File: src/rtl/counter_sweep_ctrl_if.sv
// Bundle between requesting control logic, the sweep sequencer and the shared
// up/down/load counter. The slave modport is the sequencer's view.
interface counter_sweep_ctrl_if #(
    parameter int WIDTH = 8
);
    logic             req0;
    logic             req1;
    logic [WIDTH-1:0] from0;
    logic [WIDTH-1:0] to0;
    logic [WIDTH-1:0] from1;
    logic [WIDTH-1:0] to1;
    logic             abort;
    logic [1:0]       gnt;
    logic             busy;
    logic             done;
    logic             done_id;
    logic             done_abort;
    logic             cnt_load;
    logic             cnt_up;
    logic [WIDTH-1:0] cnt_cin;
    logic [WIDTH-1:0] cnt_q;

    modport slave (
        input  req0, req1, from0, to0, from1, to1, abort, cnt_q,
        output gnt, busy, done, done_id, done_abort, cnt_load, cnt_up, cnt_cin
    );

    modport master (
        output req0, req1, from0, to0, from1, to1, abort, cnt_q,
        input  gnt, busy, done, done_id, done_abort, cnt_load, cnt_up, cnt_cin
    );
endinterface

File: src/rtl/counter_sweep_ctrl.sv
// Round-robin sweep sequencer driving a shared up/down/load counter.
// Define COUNTER_SWEEP_CTRL_WRAP_EN to sweep along the shortest modular path.
module counter_sweep_ctrl #(
    parameter int WIDTH = 8
) (
    input  logic                 clk,
    input  logic                 rst,
    counter_sweep_ctrl_if.slave  bus
);

    typedef enum logic [1:0] {
        S_IDLE,
        S_LOAD,
        S_RUN,
        S_DONE
    } state_t;

    state_t           state_q, state_d;
    logic             prio_q, prio_d;
    logic             id_q, id_d;
    logic             abort_q, abort_d;
    logic             dir_up_q, dir_up_d;
    logic [WIDTH-1:0] from_q, from_d;
    logic [WIDTH-1:0] to_q, to_d;

    logic             win_vld;
    logic             win_id;
    logic [WIDTH-1:0] sel_from;
    logic [WIDTH-1:0] sel_to;

    function automatic logic sweep_dir_up(input logic [WIDTH-1:0] from_v,
                                          input logic [WIDTH-1:0] to_v);
`ifdef COUNTER_SWEEP_CTRL_WRAP_EN
        logic [WIDTH-1:0] d_up;
        logic [WIDTH-1:0] d_dn;
        d_up = to_v - from_v;
        d_dn = from_v - to_v;
        return (d_up <= d_dn);
`else
        return (to_v >= from_v);
`endif
    endfunction

    // prio_q=1 means req1 currently holds priority; a lone requester always wins
    always_comb begin
        win_vld  = bus.req0 | bus.req1;
        win_id   = (bus.req0 && bus.req1) ? prio_q : bus.req1;
        sel_from = win_id ? bus.from1 : bus.from0;
        sel_to   = win_id ? bus.to1   : bus.to0;
    end

    always_comb begin
        state_d        = state_q;
        prio_d         = prio_q;
        id_d           = id_q;
        abort_d        = abort_q;
        dir_up_d       = dir_up_q;
        from_d         = from_q;
        to_d           = to_q;
        bus.gnt        = 2'b00;
        bus.busy       = 1'b0;
        bus.done       = 1'b0;
        bus.done_id    = 1'b0;
        bus.done_abort = 1'b0;
        bus.cnt_load   = 1'b1;
        bus.cnt_up     = 1'b0;
        bus.cnt_cin    = bus.cnt_q;

        case (state_q)
            S_IDLE: begin
                if (win_vld && !rst) begin
                    bus.gnt  = win_id ? 2'b10 : 2'b01;
                    id_d     = win_id;
                    prio_d   = ~win_id;
                    from_d   = sel_from;
                    to_d     = sel_to;
                    dir_up_d = sweep_dir_up(sel_from, sel_to);
                    abort_d  = 1'b0;
                    state_d  = S_LOAD;
                end
            end
            S_LOAD: begin
                bus.busy = 1'b1;
                if (bus.abort) begin
                    abort_d = 1'b1;
                    state_d = S_DONE;
                end else begin
                    bus.cnt_cin = from_q;
                    state_d     = S_RUN;
                end
            end
            S_RUN: begin
                bus.busy = 1'b1;
                if (bus.abort) begin
                    abort_d = 1'b1;
                    state_d = S_DONE;
                end else if (bus.cnt_q == to_q) begin
                    bus.cnt_cin = to_q;
                    abort_d     = 1'b0;
                    state_d     = S_DONE;
                end else begin
                    bus.cnt_load = 1'b0;
                    bus.cnt_up   = dir_up_q;
                end
            end
            S_DONE: begin
                bus.done       = 1'b1;
                bus.done_id    = id_q;
                bus.done_abort = abort_q;
                state_d        = S_IDLE;
            end
            default: state_d = S_IDLE;
        endcase
    end

    always_ff @(posedge clk or posedge rst) begin
        if (rst) begin
            state_q <= S_IDLE;
            prio_q  <= 1'b0;
            id_q    <= 1'b0;
            abort_q <= 1'b0;
        end else begin
            state_q <= state_d;
            prio_q  <= prio_d;
            id_q    <= id_d;
            abort_q <= abort_d;
        end
    end

    // Sweep bounds are only consumed after a grant reloads them
    always_ff @(posedge clk) begin
        from_q   <= from_d;
        to_q     <= to_d;
        dir_up_q <= dir_up_d;
    end

endmodule

File: src/flat_wrapper.sv
// flat-port wrapper written by rule: the top's interface ports become plain ports
module counter_sweep_ctrl_flat 
#(
    parameter int WIDTH = 8
)
  (clk, rst, bus_req0, bus_req1, bus_from0, bus_to0, bus_from1, bus_to1, bus_abort, bus_cnt_q, bus_gnt, bus_busy, bus_done, bus_done_id, bus_done_abort, bus_cnt_load, bus_cnt_up, bus_cnt_cin);
  counter_sweep_ctrl_if #(.WIDTH(WIDTH)) bus_i ();
  input  logic clk;
  input  logic rst;
  input wire logic [$bits(bus_i.req0)-1:0] bus_req0;
  input wire logic [$bits(bus_i.req1)-1:0] bus_req1;
  input wire logic [$bits(bus_i.from0)-1:0] bus_from0;
  input wire logic [$bits(bus_i.to0)-1:0] bus_to0;
  input wire logic [$bits(bus_i.from1)-1:0] bus_from1;
  input wire logic [$bits(bus_i.to1)-1:0] bus_to1;
  input wire logic [$bits(bus_i.abort)-1:0] bus_abort;
  input wire logic [$bits(bus_i.cnt_q)-1:0] bus_cnt_q;
  output wire logic [$bits(bus_i.gnt)-1:0] bus_gnt;
  output wire logic [$bits(bus_i.busy)-1:0] bus_busy;
  output wire logic [$bits(bus_i.done)-1:0] bus_done;
  output wire logic [$bits(bus_i.done_id)-1:0] bus_done_id;
  output wire logic [$bits(bus_i.done_abort)-1:0] bus_done_abort;
  output wire logic [$bits(bus_i.cnt_load)-1:0] bus_cnt_load;
  output wire logic [$bits(bus_i.cnt_up)-1:0] bus_cnt_up;
  output wire logic [$bits(bus_i.cnt_cin)-1:0] bus_cnt_cin;
  assign bus_i.req0 = bus_req0;
  assign bus_i.req1 = bus_req1;
  assign bus_i.from0 = bus_from0;
  assign bus_i.to0 = bus_to0;
  assign bus_i.from1 = bus_from1;
  assign bus_i.to1 = bus_to1;
  assign bus_i.abort = bus_abort;
  assign bus_i.cnt_q = bus_cnt_q;
  assign bus_gnt = bus_i.gnt;
  assign bus_busy = bus_i.busy;
  assign bus_done = bus_i.done;
  assign bus_done_id = bus_i.done_id;
  assign bus_done_abort = bus_i.done_abort;
  assign bus_cnt_load = bus_i.cnt_load;
  assign bus_cnt_up = bus_i.cnt_up;
  assign bus_cnt_cin = bus_i.cnt_cin;
  counter_sweep_ctrl #(.WIDTH(WIDTH)) u_core (.clk(clk), .rst(rst), .bus(bus_i));
endmodule
File: config.mk
export PLATFORM = sky130hd
export DESIGN_NAME = counter_sweep_ctrl_flat
export DESIGN_NICKNAME = d
export VERILOG_FILES = /design/src/rtl/counter_sweep_ctrl_if.sv /design/src/rtl/counter_sweep_ctrl.sv /design/src/flat_wrapper.sv
export SDC_FILE = /design/constraint.sdc
export NUM_CORES = 1
export LEC_CHECK = 0
export CORE_AREA = 8 8 82 84
export DETAILED_ROUTE_END_ITERATION = 7
export DIE_AREA = 0 0 90 92
export SYNTH_ARGS = -nofsm -noshare
export SYNTH_HDL_FRONTEND = slang
export SYNTH_SLANG_ARGS = --single-unit
File: constraint.sdc
create_clock -name clk -period 2.4 [get_ports clk]
set_clock_uncertainty 0.05 [all_clocks]
set_input_delay 0.48 -clock clk [delete_from_list [all_inputs] [get_ports clk]]
set_output_delay 0.48 -clock clk [all_outputs]
set_load 0.05 [all_outputs]
[Word level (Yosys, flattened, before mapping)]
Cells that the tools add are included.
Word-level totals
  flip-flop bits (word level): 22
  output and inout port bits: 16
Cells by class
  $lt $le $gt $ge: 1
  equal/unequal tests: 7
  mux-type cells: 30
  bitwise logic cells: 2
  reduce and logical (&&, ||, !) cells: 9
Operator list (number)
  8-bit 2-to-1 mux: 5
  1-bit 2-to-1 mux: 16
  8-bit one-hot mux with 2 select lines: 1
  2-bit 2-to-1 mux: 6
  8-bit equality test: 1
  8-bit greater-or-equal comparator: 1
  2-bit one-hot mux with 4 select lines: 1
  2-bit equality test (second input constant): 2
  2-bit AND reduction: 2
  4-bit AND reduction: 1
  3-bit by 2-bit != test with 1-bit output (second input constant): 1
  1-bit one-hot mux with 3 select lines: 1
  3-bit nonzero test: 1
  2-bit by 1-bit equality test with 1-bit output (second input constant): 1
  1-bit logical AND: 2
  2-bit logical NOT: 1
  2-bit by 1-bit != test with 1-bit output (second input constant): 1
  2-bit != test (second input constant): 1
  2-bit OR reduction: 1
  1-bit logical NOT: 1
  1-bit inverter: 1
  1-bit OR: 1

[Depth between registers and ports, before layout]
Gate-level depths: netlist (run 1).
  depth after elaboration: 5
  gate-level depth with buffers: 10
  depth with buffers taken out: 9

[Worst setup path after synthesis (run 1)]
No wires, ideal clock.
  path type: register -> output
  from: register u_core.state_q[0]
  to: output bus_cnt_cin[5]
  arrival time: 2475 ps
  path slack: -605 ps
  cell stages (with the launch flop): 5
  cells stage by stage: dfrtp_1 -> inv_1 -> ha_1 -> nand2_1 -> o21ai_0
On the way
  word-level cells in the longest chain between the ends: 2
  elaborated cells on any way between the ends: 3
  those cells by class: eq/ne (2); mux (1)
RTL lines
  start, declared: line counter_sweep_ctrl.sv:18  | state_t state_q, state_d;
  start signal, assigned: line counter_sweep_ctrl.sv:123  | state_q <= state_d;
  2-bit equality test or 2-bit by 1-bit equality test with 1-bit output (tied branches): line counter_sweep_ctrl.sv:69  | case (state_q)
  8-bit one-hot mux with 2 select lines *: line counter_sweep_ctrl.sv:69
  end, declared: line flat_wrapper.sv:25  | output wire logic [$bits(bus_i.cnt_cin)-1:0] bus_cnt_cin;
Mark *: on every way between the ends. The rest lies on a longest branch, timed or not.

[Worst setup path after layout (run 1)]
  from: register u_core.to_q[7]
  to: output bus_cnt_cin[7]
On the way
  word-level cells in the longest chain between the ends: 4
RTL lines
  start, declared: line counter_sweep_ctrl.sv:24  | logic [WIDTH-1:0] to_q, to_d;
  start signal, assigned: line counter_sweep_ctrl.sv:133  | to_q <= to_d;
  8-bit equality test: line counter_sweep_ctrl.sv:97  | end else if (bus.cnt_q == to_q) begin
  8-bit 2-to-1 mux *: line counter_sweep_ctrl.sv:97
  8-bit 2-to-1 mux *: line counter_sweep_ctrl.sv:94  | if (bus.abort) begin
  8-bit one-hot mux with 2 select lines *: line counter_sweep_ctrl.sv:69
Marks and branches as above.

==> results of run 1 <==
## Yosys cell counts, types with 2 or more instances
cell,count
nor2b_1,2
xor2_1,2
mux2_2,8
nand2b_1,2
nand2_1,8
dfrtp_1,5
nand3_1,2
a221o_1,6
a21o_1,2
and2_1,2
edfxtp_1,17
nor2_1,11
o21ai_0,3
a21oi_1,7
a211oi_1,2
ha_1,12
xnor2_1,6
mux2i_1,15
a22o_1,2
inv_1,17
## how the worst max path moves through the flow
| stage | slack, ns | end | startpoint | depth (start not counted) |
|---|---|---|---|---|
| 3_3_place_gp | -0.42 | u_core.dir_up_q | bus_req0 | 11 |
| 5_1_grt | -0.21 | bus_cnt_cin[7] | u_core.to_q[7] | 6 |
| 3_5_place_dp | -0.44 | bus_cnt_cin[7] | bus_cnt_q[1] | 7 |
| 4_1_cts | -0.1 | bus_cnt_cin[7] | u_core.to_q[0] | 6 |
| 6_report | -0.11 | bus_cnt_cin[7] | u_core.to_q[7] | 6 |
| 2_1_floorplan | 0.008 | u_core.dir_up_q | bus_req0 | 10 |
## per-stage QoR
stage,std cells,instance area (um^2)
6_report,321,2790
2_1_floorplan,146,1590
3_5_place_dp,308,2590
3_3_place_gp,308,2590
4_1_cts,318,2740
5_1_grt,321,2790
## power by group
part,internal [mW],total (mW),switching [mW]
clock,0.119,0.241,0.123
sequential,0.513,0.554,0.0402
combinational,1.01,2.15,1.14
## routing by layer
| metal | vias up | GRT usage |
|---|---|---|
| met5 | - | 0 |
| li1 | 738 | - |
| met3 | 7 | 0.0106 |
| met1 | 664 | 0.136 |
| met2 | 29 | 0.199 |
| met4 | 0 | 0.0555 |
## repair_timing
| item | in CTS | in global routing |
|---|---|---|
| endpoints found under the setup margin | 11 | 11 |
| resized for setup | 42 | 7 |
| buffers inserted | 6 | 3 |
| gates cloned | 1 | 0 |
| hold buffers | 0 | 0 |
| pin swaps | 19 | 7 |
## final cells by class
| type | count | area share |
|---|---|---|
| flip-flops and latches | 22 | 0.228 |
| multi-input cells | 104 | 0.339 |
| repair buffers | 102 | 0.362 |
| clock buffers | 4 | 0.0162 |
| well taps | 72 | 0.0323 |
| inverters | 17 | 0.0229 |
## placed cells by master (no fill, tap or decap), types with 3 or more instances in the layout
| master | n |
|---|---|
| mux2_2 | 8 |
| dfrtp_1 | 5 |
| buf_4 | 42 |
| xnor2_1 | 6 |
| clkdlybuf4s15_2 | 3 |
| buf_12 | 9 |
| nand2_1 | 7 |
| ha_1 | 10 |
| clkdlybuf4s15_1 | 3 |
| a221o_2 | 6 |
| mux2i_1 | 15 |
| clkbuf_8 | 3 |
| nor2_1 | 9 |
| buf_2 | 3 |
| clkdlybuf4s50_1 | 33 |
| a21oi_1 | 7 |
| inv_2 | 3 |
| buf_6 | 4 |
| edfxtp_1 | 17 |
| inv_1 | 14 |
## flip-flops by register name, indices dropped and copies added, names as in the netlist
signal / cells
u_core.prio_q: 1
u_core.from_q: 8
u_core.to_q: 8
u_core.dir_up_q: 1
u_core.state_q: 2
u_core.id_q: 1
u_core.abort_q: 1
## cells by family after synthesis
kind of cell             after synthesis  synth area share
XOR/XNOR                               8            0.0449
AND/OR/NAND/NOR                       31            0.0954
adder cells (fa/ha/maj)               12            0.0962
flip-flops                            22             0.407
multiplexers                          23             0.154
AO/OA/AOI/OAI                         30             0.154
buffers and inverters                 20            0.0489
## critical path: stages (launching register included)
cell      delay (ns)
edfxtp_1        0.43
xnor2_1         0.15
nand2_1         0.13
nor3_4          0.24
a32oi_4         0.18
a221o_2         0.43
buf_12          0.16
==> metrics.txt, run 1 <==
run status complete, but fails checks; failing checks negative setup slack; Filler cells ~520; P_leak about 1.3 nW; Cells after Synth ~150; maximum vdd drop around 0.00045 V; worst hold start u_core.id_q; RSZ-0062 raised after global routing yes; R2R setup slack 0.22 ns; ANT nets after route 0; top sig layer met4; DRT Pass-1 Iters 4; Vias ~1,400; minimum clock period ~2.5 ns; htree depth 1; TritonCTS Buffers 3; TritonCTS clock tree built; std cell rows 27; core area approximately 5400 um^2; CTS Sinks 22; post-DR wirelength/cell roughly 14 um; overall routed net length roughly 4.6 mm; register area share after synthesis 0.407; via-per-instance ratio 4.48; worst-case clock buffer depth 2; full die area roughly 8300 um^2; M1 WL between 2 and 2.5 mm; hold_ws between 0.4 and 0.5 ns; mapped cell area between 1500 and 2000 um^2; ys async rst share 0.227; WS Path Type reg -> out; CTS clk-pin slew, worst paths ~0.08 ns; hold depth 1; DRC violations left 0; Max-Cap Viols 0; setup TNS -0.465 ns; nets@finish between 300 and 400; multi-input logic area 943 um^2; gr usage total 0.113; CP startpoint kind flip-flop; die height between 90 and 100 um; Die W 90 um; top post-synthesis cells by area edfxtp_1, ha_1, mux2i_1; Worst Reg-to-Reg Cells 9; Hold Vio Cnt, Final 0; Pins Over Slew Limit 0; port bufs 60; Post-synth EDFFs 17; first-iteration detailed-routing DRC count between 60 and 70; clk_lat worst skew between 0.2 and 0.3 ns; YS warnings 0; worst hold-check path type reg -> reg; FF/Latch Area 636 um^2; first-pass GRT wire length around 7.8 mm; Primary FF master, synth edfxtp_1; largest net degree at the start of global routing 18; post-route total power about 2.9 mW; fraction of layout cells with a size suffix above 1 0.390; launching point of the worst reg2reg path u_core.prio_q; post-layout util 0.515; initial antenna violation count 0; fin crit share 1.04; Fmax between 0.3 and 0.4 GHz; Min-Delay Endpoint u_core.id_q; Post-Syn Nets roughly 200; routability cong. approximately 0.89; Synth area leader edfxtp_1; Distinct cells, synth 35; met2 wire len ~2.4 mm; Syn-to-layout area delta 78.4%; final setup fails 7; initial core utilization 0.289; # IOs a little over 60; Critical Path RT ~1.9 ns; DR WL met3 just under 90 um; global route total overflow 0; CTS root buffer clkbuf_8; Inserted Diodes 0; Avg Cell Area, Syn 10.7 um^2; worst-margin pin slew 0.635 ns; crit path DAT 1.98 ns; FF-to-FF End u_core.dir_up_q; vias in the first global route between 1,500 and 2,000; final setup margin -0.105 ns; top cell type's share of synthesized area 0.327; Relative slew margins 0.576; crit path max fanout 6; CP Capture Type output port; PwrDens 1060 nW/um^2; number of synthesized register bits 22; detailed placement HPWL 3.72 mm; post-place setup slack -0.445 ns
No activity file was read; power rests on OpenSTA's default activity.
==> inputs of run 2 (changes only) <==
--- a/config.mk
+++ b/config.mk
@@ -8,6 +8,7 @@
 export CORE_AREA = 8 8 82 84
 export DETAILED_ROUTE_END_ITERATION = 7
 export DIE_AREA = 0 0 90 92
+export GPL_TIMING_DRIVEN = 0
 export SYNTH_ARGS = -nofsm -noshare
 export SYNTH_HDL_FRONTEND = slang
 export SYNTH_SLANG_ARGS = --single-unit
==> metrics.txt, run 2 (synthesis gave the netlist of run 1 again) <==
post-place setup slack -1.17 ns (-0.728 ns); Relative slew margins 0.588 (+0.0116); Design Area, Final 2590 um^2 (-6.9%); failing checks negative setup slack; vias in the first global route 1,377 (-14%); first-pass GRT wire length 6.89 mm (-11%); setup TNS -0.385 ns (+0.0794 ns); post-layout util 0.480 (-0.0354); maximum vdd drop 0.000360 V (-20%); routability cong. 0.808 (-9.6%); full die area 8280 um^2 (unchanged); CP Capture Type output port; DRT Pass-1 Iters 4 (unchanged); crit path DAT 1.95 ns (-0.03 ns); Max-Cap Viols 0 (unchanged); die height 92 um (unchanged); worst-margin pin slew 0.617 ns (-0.0174 ns); busiest grt layer met2; multi-input logic area 985 um^2 (+4.4%); CTS Sinks 22 (unchanged); htree depth 1 (unchanged); RSZ-0062 raised after global routing yes; via-per-instance ratio 4.50 (+0.45%); Worst Reg-to-Reg Cells 9 (unchanged); TritonCTS Buffers 3 (unchanged); Die W 90 um (unchanged); DRC violations left 0 (unchanged); Inserted Diodes 0 (unchanged); fin crit share 1.03 (-0.0100); run status complete, but fails checks; Pins Over Slew Limit 0 (unchanged); final setup margin -0.0814 ns (+0.0240 ns); core area 5410 um^2 (unchanged); minimum clock period 2.48 ns (-0.0240 ns); post-DR wirelength/cell 14.2 um (-2.1%); PwrDens 1050 nW/um^2 (-0.57%); clk_lat worst skew 0.26 ns (about the same); std cell rows 27 (unchanged); Hold Vio Cnt, Final 0 (unchanged); ANT nets after route 0 (unchanged); first-iteration detailed-routing DRC count 56 (-9.7%); Filler cells 526 (+0.96%); FF/Latch Area 636 um^2 (unchanged); global route total overflow 0 (unchanged); Syn-to-layout area delta 66.1%; port bufs 60 (unchanged); final setup fails 6 (-1); Regs by FF count u_core.from_q x8, u_core.to_q x8, u_core.state_q x2; initial core utilization 0.289 (unchanged); detailed placement HPWL 3.36 mm (-9.7%); WS Path Type reg -> out; worst hold-check path type in -> async; met1 Track Usage GR 0.131 (-0.00567); most common cell after layout, fill and taps aside clkdlybuf4s50_1; Critical Path RT 1.87 ns (about the same); CTS clk-pin slew, worst paths 0.08 ns (about the same); # IOs 61 (unchanged); Final Non-Filler Cells 300 (-6.5%); CTS root buffer clkbuf_8; grt met2 use 0.168 (-0.0313); Vias 1,350 (-6.1%); worst-case clock buffer depth 2 (unchanged); Fmax 0.403 GHz (+0.97%); dpl cells 278 (-9.7%); initial antenna violation count 0 (unchanged); largest net degree at the start of global routing 18 (unchanged); most frequent cells in the layout clkdlybuf4s50_1, buf_4, edfxtp_1; crit path max fanout 6 (unchanged); P_leak 1.15 nW (-8.2%); nets@finish 286 (-6.8%); CP startpoint kind flip-flop; gr usage total 0.101 (-0.0127); fraction of layout cells with a size suffix above 1 0.346 (-0.0431); met3 usage 0.0122 (+0.00163); overall routed net length 4.25 mm (-8.5%); TritonCTS clock tree built; Post-DP Area 2280 um^2 (-12%)
[run 2: report_power, final]
| group | switching (mW) | internal (mW) | total [mW] |
|---|---|---|---|
| combinational | 1.10 | 0.836 | 1.94 |
| clock | 0.114 | 0.114 | 0.228 |
| sequential | 0.0469 | 0.513 | 0.560 |
| total | 1.26 | 1.46 | 2.72 |
[run 2: path summary, 6_finish.rpt]
kind,start,to,slack [ns]
max reg2reg,u_core.prio_q,u_core.dir_up_q,0.15
min in group clk,u_core.id_q,u_core.id_q,0.43
min,rst,u_core.id_q,0.36
min reg2reg,u_core.id_q,u_core.id_q,0.43
max in group asynchronous,rst,u_core.prio_q,1.80
max,u_core.state_q[1],bus_cnt_cin[3],-0.08
[run 2: repair_timing]
action | CTS | global route
setup buffers | 13 | 6
gates resized for setup | 135 | 14
setup endpoints to repair | 14 | 15
hold buffers | 0 | 0
pin swaps | 25 | 9
[run 2: metal layers]
metal,share of wire,wire length (um)
met1,0.48,2040
met2,0.49,2070
met3,0.022,95
met4,0.012,52
met5,0,0
[run 2: stage by stage]
| step | total power, mW | hold WS, ns |
|---|---|---|
| floorplan | 1.71 | 0.223 |
| global placement | 2.19 | 0.404 |
| detailed placement | 2.19 | 0.413 |
| CTS | 2.70 | 0.383 |
| global route | 2.89 | 0.357 |
| finish | 2.72 | 0.358 |
[run 2: critical path: stages, from the launching register on]
cell     delay, ns
dfrtp_1       0.38
inv_2         0.08
ha_4          0.30
nor2b_4       0.20
a32oi_4       0.16
a221o_2       0.41
buf_8         0.16
[run 2: cell type report]
class / instances / area share
Inverter: 17 / 0.0246
Clock inverter: 1 / 0.00145
Timing Repair Buffer: 79 / 0.290
Multi-Input combinational cell: 104 / 0.380
Tap cell: 72 / 0.0347
Buffer: 2 / 0.00868
Sequential cell: 22 / 0.245
Clock buffer: 3 / 0.0159
==> inputs of run 3 (changes only) <==
--- a/config.mk
+++ b/config.mk
@@ -5,10 +5,12 @@
 export SDC_FILE = /design/constraint.sdc
 export NUM_CORES = 1
 export LEC_CHECK = 0
-export CORE_AREA = 8 8 82 84
+export CORE_AREA = 2 2 70 72
+export CTS_CLUSTER_SIZE = 28
 export DETAILED_ROUTE_END_ITERATION = 7
-export DIE_AREA = 0 0 90 92
+export DIE_AREA = 0 0 72 74
 export GPL_TIMING_DRIVEN = 0
+export PLACE_DENSITY = 0.68
 export SYNTH_ARGS = -nofsm -noshare
 export SYNTH_HDL_FRONTEND = slang
 export SYNTH_SLANG_ARGS = --single-unit
==> metrics.txt, run 3 (synthesis gave the netlist of run 1 again) <==
run status complete, but fails checks; failing checks negative setup slack; port bufs 60 (unchanged); post-place setup slack -1.16 ns (+0.0105 ns); initial antenna violation count 0 (unchanged); critical path cell sequence clkdlybuf4s15_2 > xnor2_2 > nand2_2 > nor3_4 > buf_4 > and4_4 > a221o_2 > buf_8; global route total overflow 0 (unchanged); overall routed net length 4.13 mm (-2.8%); std cell rows 25 (-7.4%); crit path max fanout 6 (unchanged); TritonCTS clock tree built; worst-case clock buffer depth 2 (unchanged); initial core utilization 0.340 (+0.0507); R2R setup slack 0.13 ns (-0.02 ns); clk_lat worst skew 0.26 ns (about the same); dpl cells 260 (-6.5%); Vias 1,395 (+3.3%); post-DR wirelength/cell 14.8 um (+4.2%); P_leak 1.16 nW (+0.83%); Pins Over Slew Limit 0 (unchanged); FF/Latch Area 636 um^2 (unchanged); final setup fails 6 (unchanged); CTS root buffer clkbuf_8; minimum clock period 2.50 ns (+0.0185 ns); via-per-instance ratio 4.98 (+11%); htree depth 1 (unchanged); Post-DP Area 2260 um^2 (-0.99%); Design Area, Final 2610 um^2 (+0.48%); Filler cells 390 (-26%); WS Path Type in -> out; Max-Cap Viols 0 (unchanged); Relative slew margins 0.575 (-0.0126); crit path DAT 1.97 ns (+0.02 ns); Fmax 0.400 GHz (-0.74%); Die W 72 um (-20%); Final Non-Filler Cells 280 (-6.7%); Regs by FF count u_core.from_q x8, u_core.to_q x8, u_core.state_q x2; multi-input logic area 1010 um^2 (+2.3%); ANT nets after route 0 (unchanged); DRC violations left 0 (unchanged); nets@finish 284 (-0.70%); DRT Pass-1 Iters 4 (unchanged); CTS clk-pin slew, worst paths 0.08 ns (about the same); final setup margin -0.0999 ns (-0.0185 ns); first-pass GRT wire length 6.33 mm (-8.0%); PwrDens 1080 nW/um^2 (+3.1%); worst hold-check path type in -> async; CP startpoint kind input pin; hold_buf cts 0 (unchanged); Inserted Diodes 0 (unchanged); most frequent cells in the layout clkdlybuf4s50_1, edfxtp_1, buf_4; die height 74 um (-20%); Hold Vio Cnt, Final 0 (unchanged); slowest stage cell, crit path and4_4; worst-margin pin slew 0.636 ns (+0.0190 ns); Critical Path RT 1.87 ns (about the same); routability cong. 0.764 (-5.5%); Syn-to-layout area delta 66.9%; core area 4600 um^2 (-15%); # IOs 61 (unchanged); RSZ-0062 raised after global routing yes; TritonCTS Buffers 3 (unchanged); maximum vdd drop 0.000375 V (+4.0%); fin crit share 1.04 (+0.00772); first-iteration detailed-routing DRC count 134 (+140%); vias in the first global route 1,337 (-2.9%); CP Capture Type output port; post-layout util 0.567 (+0.0869); setup TNS -0.513 ns (-0.128 ns); gr usage total 0.154 (+0.0535); full die area 5330 um^2 (-36%); largest net degree at the start of global routing 18 (unchanged); most common cell after layout, fill and taps aside clkdlybuf4s50_1; slowest stage delay, CP 0.27 ns (-0.14 ns); detailed placement HPWL 2.88 mm (-14%); fraction of layout cells with a size suffix above 1 0.358 (+0.0119); CTS Sinks 22 (unchanged)
==> run 3: final timing paths <==
check,depth (start not counted),to,start
max,8,bus_cnt_cin[2],bus_cnt_q[6]
min in group clk,1,u_core.id_q,u_core.id_q
max in group asynchronous,2,u_core.id_q,rst
max reg2reg,10,u_core.dir_up_q,u_core.prio_q
min,2,u_core.state_q[1],rst
min reg2reg,1,u_core.id_q,u_core.id_q
==> run 3: layout make-up <==
cell class              instances  share of cell area
clock buffers                   4              0.0211
well taps                      54              0.0259
plain buffers                   2              0.0101
inverters                      17              0.0245
multi-input cells             104               0.386
repair buffers                 77               0.288
flip-flops and latches         22               0.244
==> run 3: power by group <==
part	internal (mW)	switching, mW
clock network	0.146	0.119
registers	0.513	0.0452
logic	0.879	1.12
total	1.54	1.28
==> run 3: layer usage <==
| layer | global-route usage | wire [um] | vias up |
|---|---|---|---|
| met5 | 0 | 0 | - |
| met4 | 0.0776 | 113 | 0 |
| met3 | 0.0190 | 185 | 11 |
| met2 | 0.251 | 2070 | 40 |
| met1 | 0.205 | 1760 | 651 |
| li1 | - | - | 693 |
==> run 3: worst max-delay path: cells and delay by family <==
family / cells / cell delay (ns)
AOI/OAI and AO/OA: 1 / 0.19
xor gates and xnor gates: 1 / 0.18
buffers and inverters: 3 / 0.51
and+or+nand+nor: 3 / 0.61
==> run 3: metrics by stage <==
step | power (mW) | hold WS [ns]
3_5_place_dp | 2.17 | 0.413
4_1_cts | 2.73 | 0.387
3_3_place_gp | 2.17 | 0.407
5_1_grt | 2.96 | 0.366
6_report | 2.82 | 0.358
2_1_floorplan | 1.71 | 0.223
==> run 3: repair_timing <==
item | in CTS | in global routing
endpoints found under the setup margin | 16 | 15
gates resized for setup | 126 | 21
pin swaps | 23 | 15
setup buffers | 13 | 4
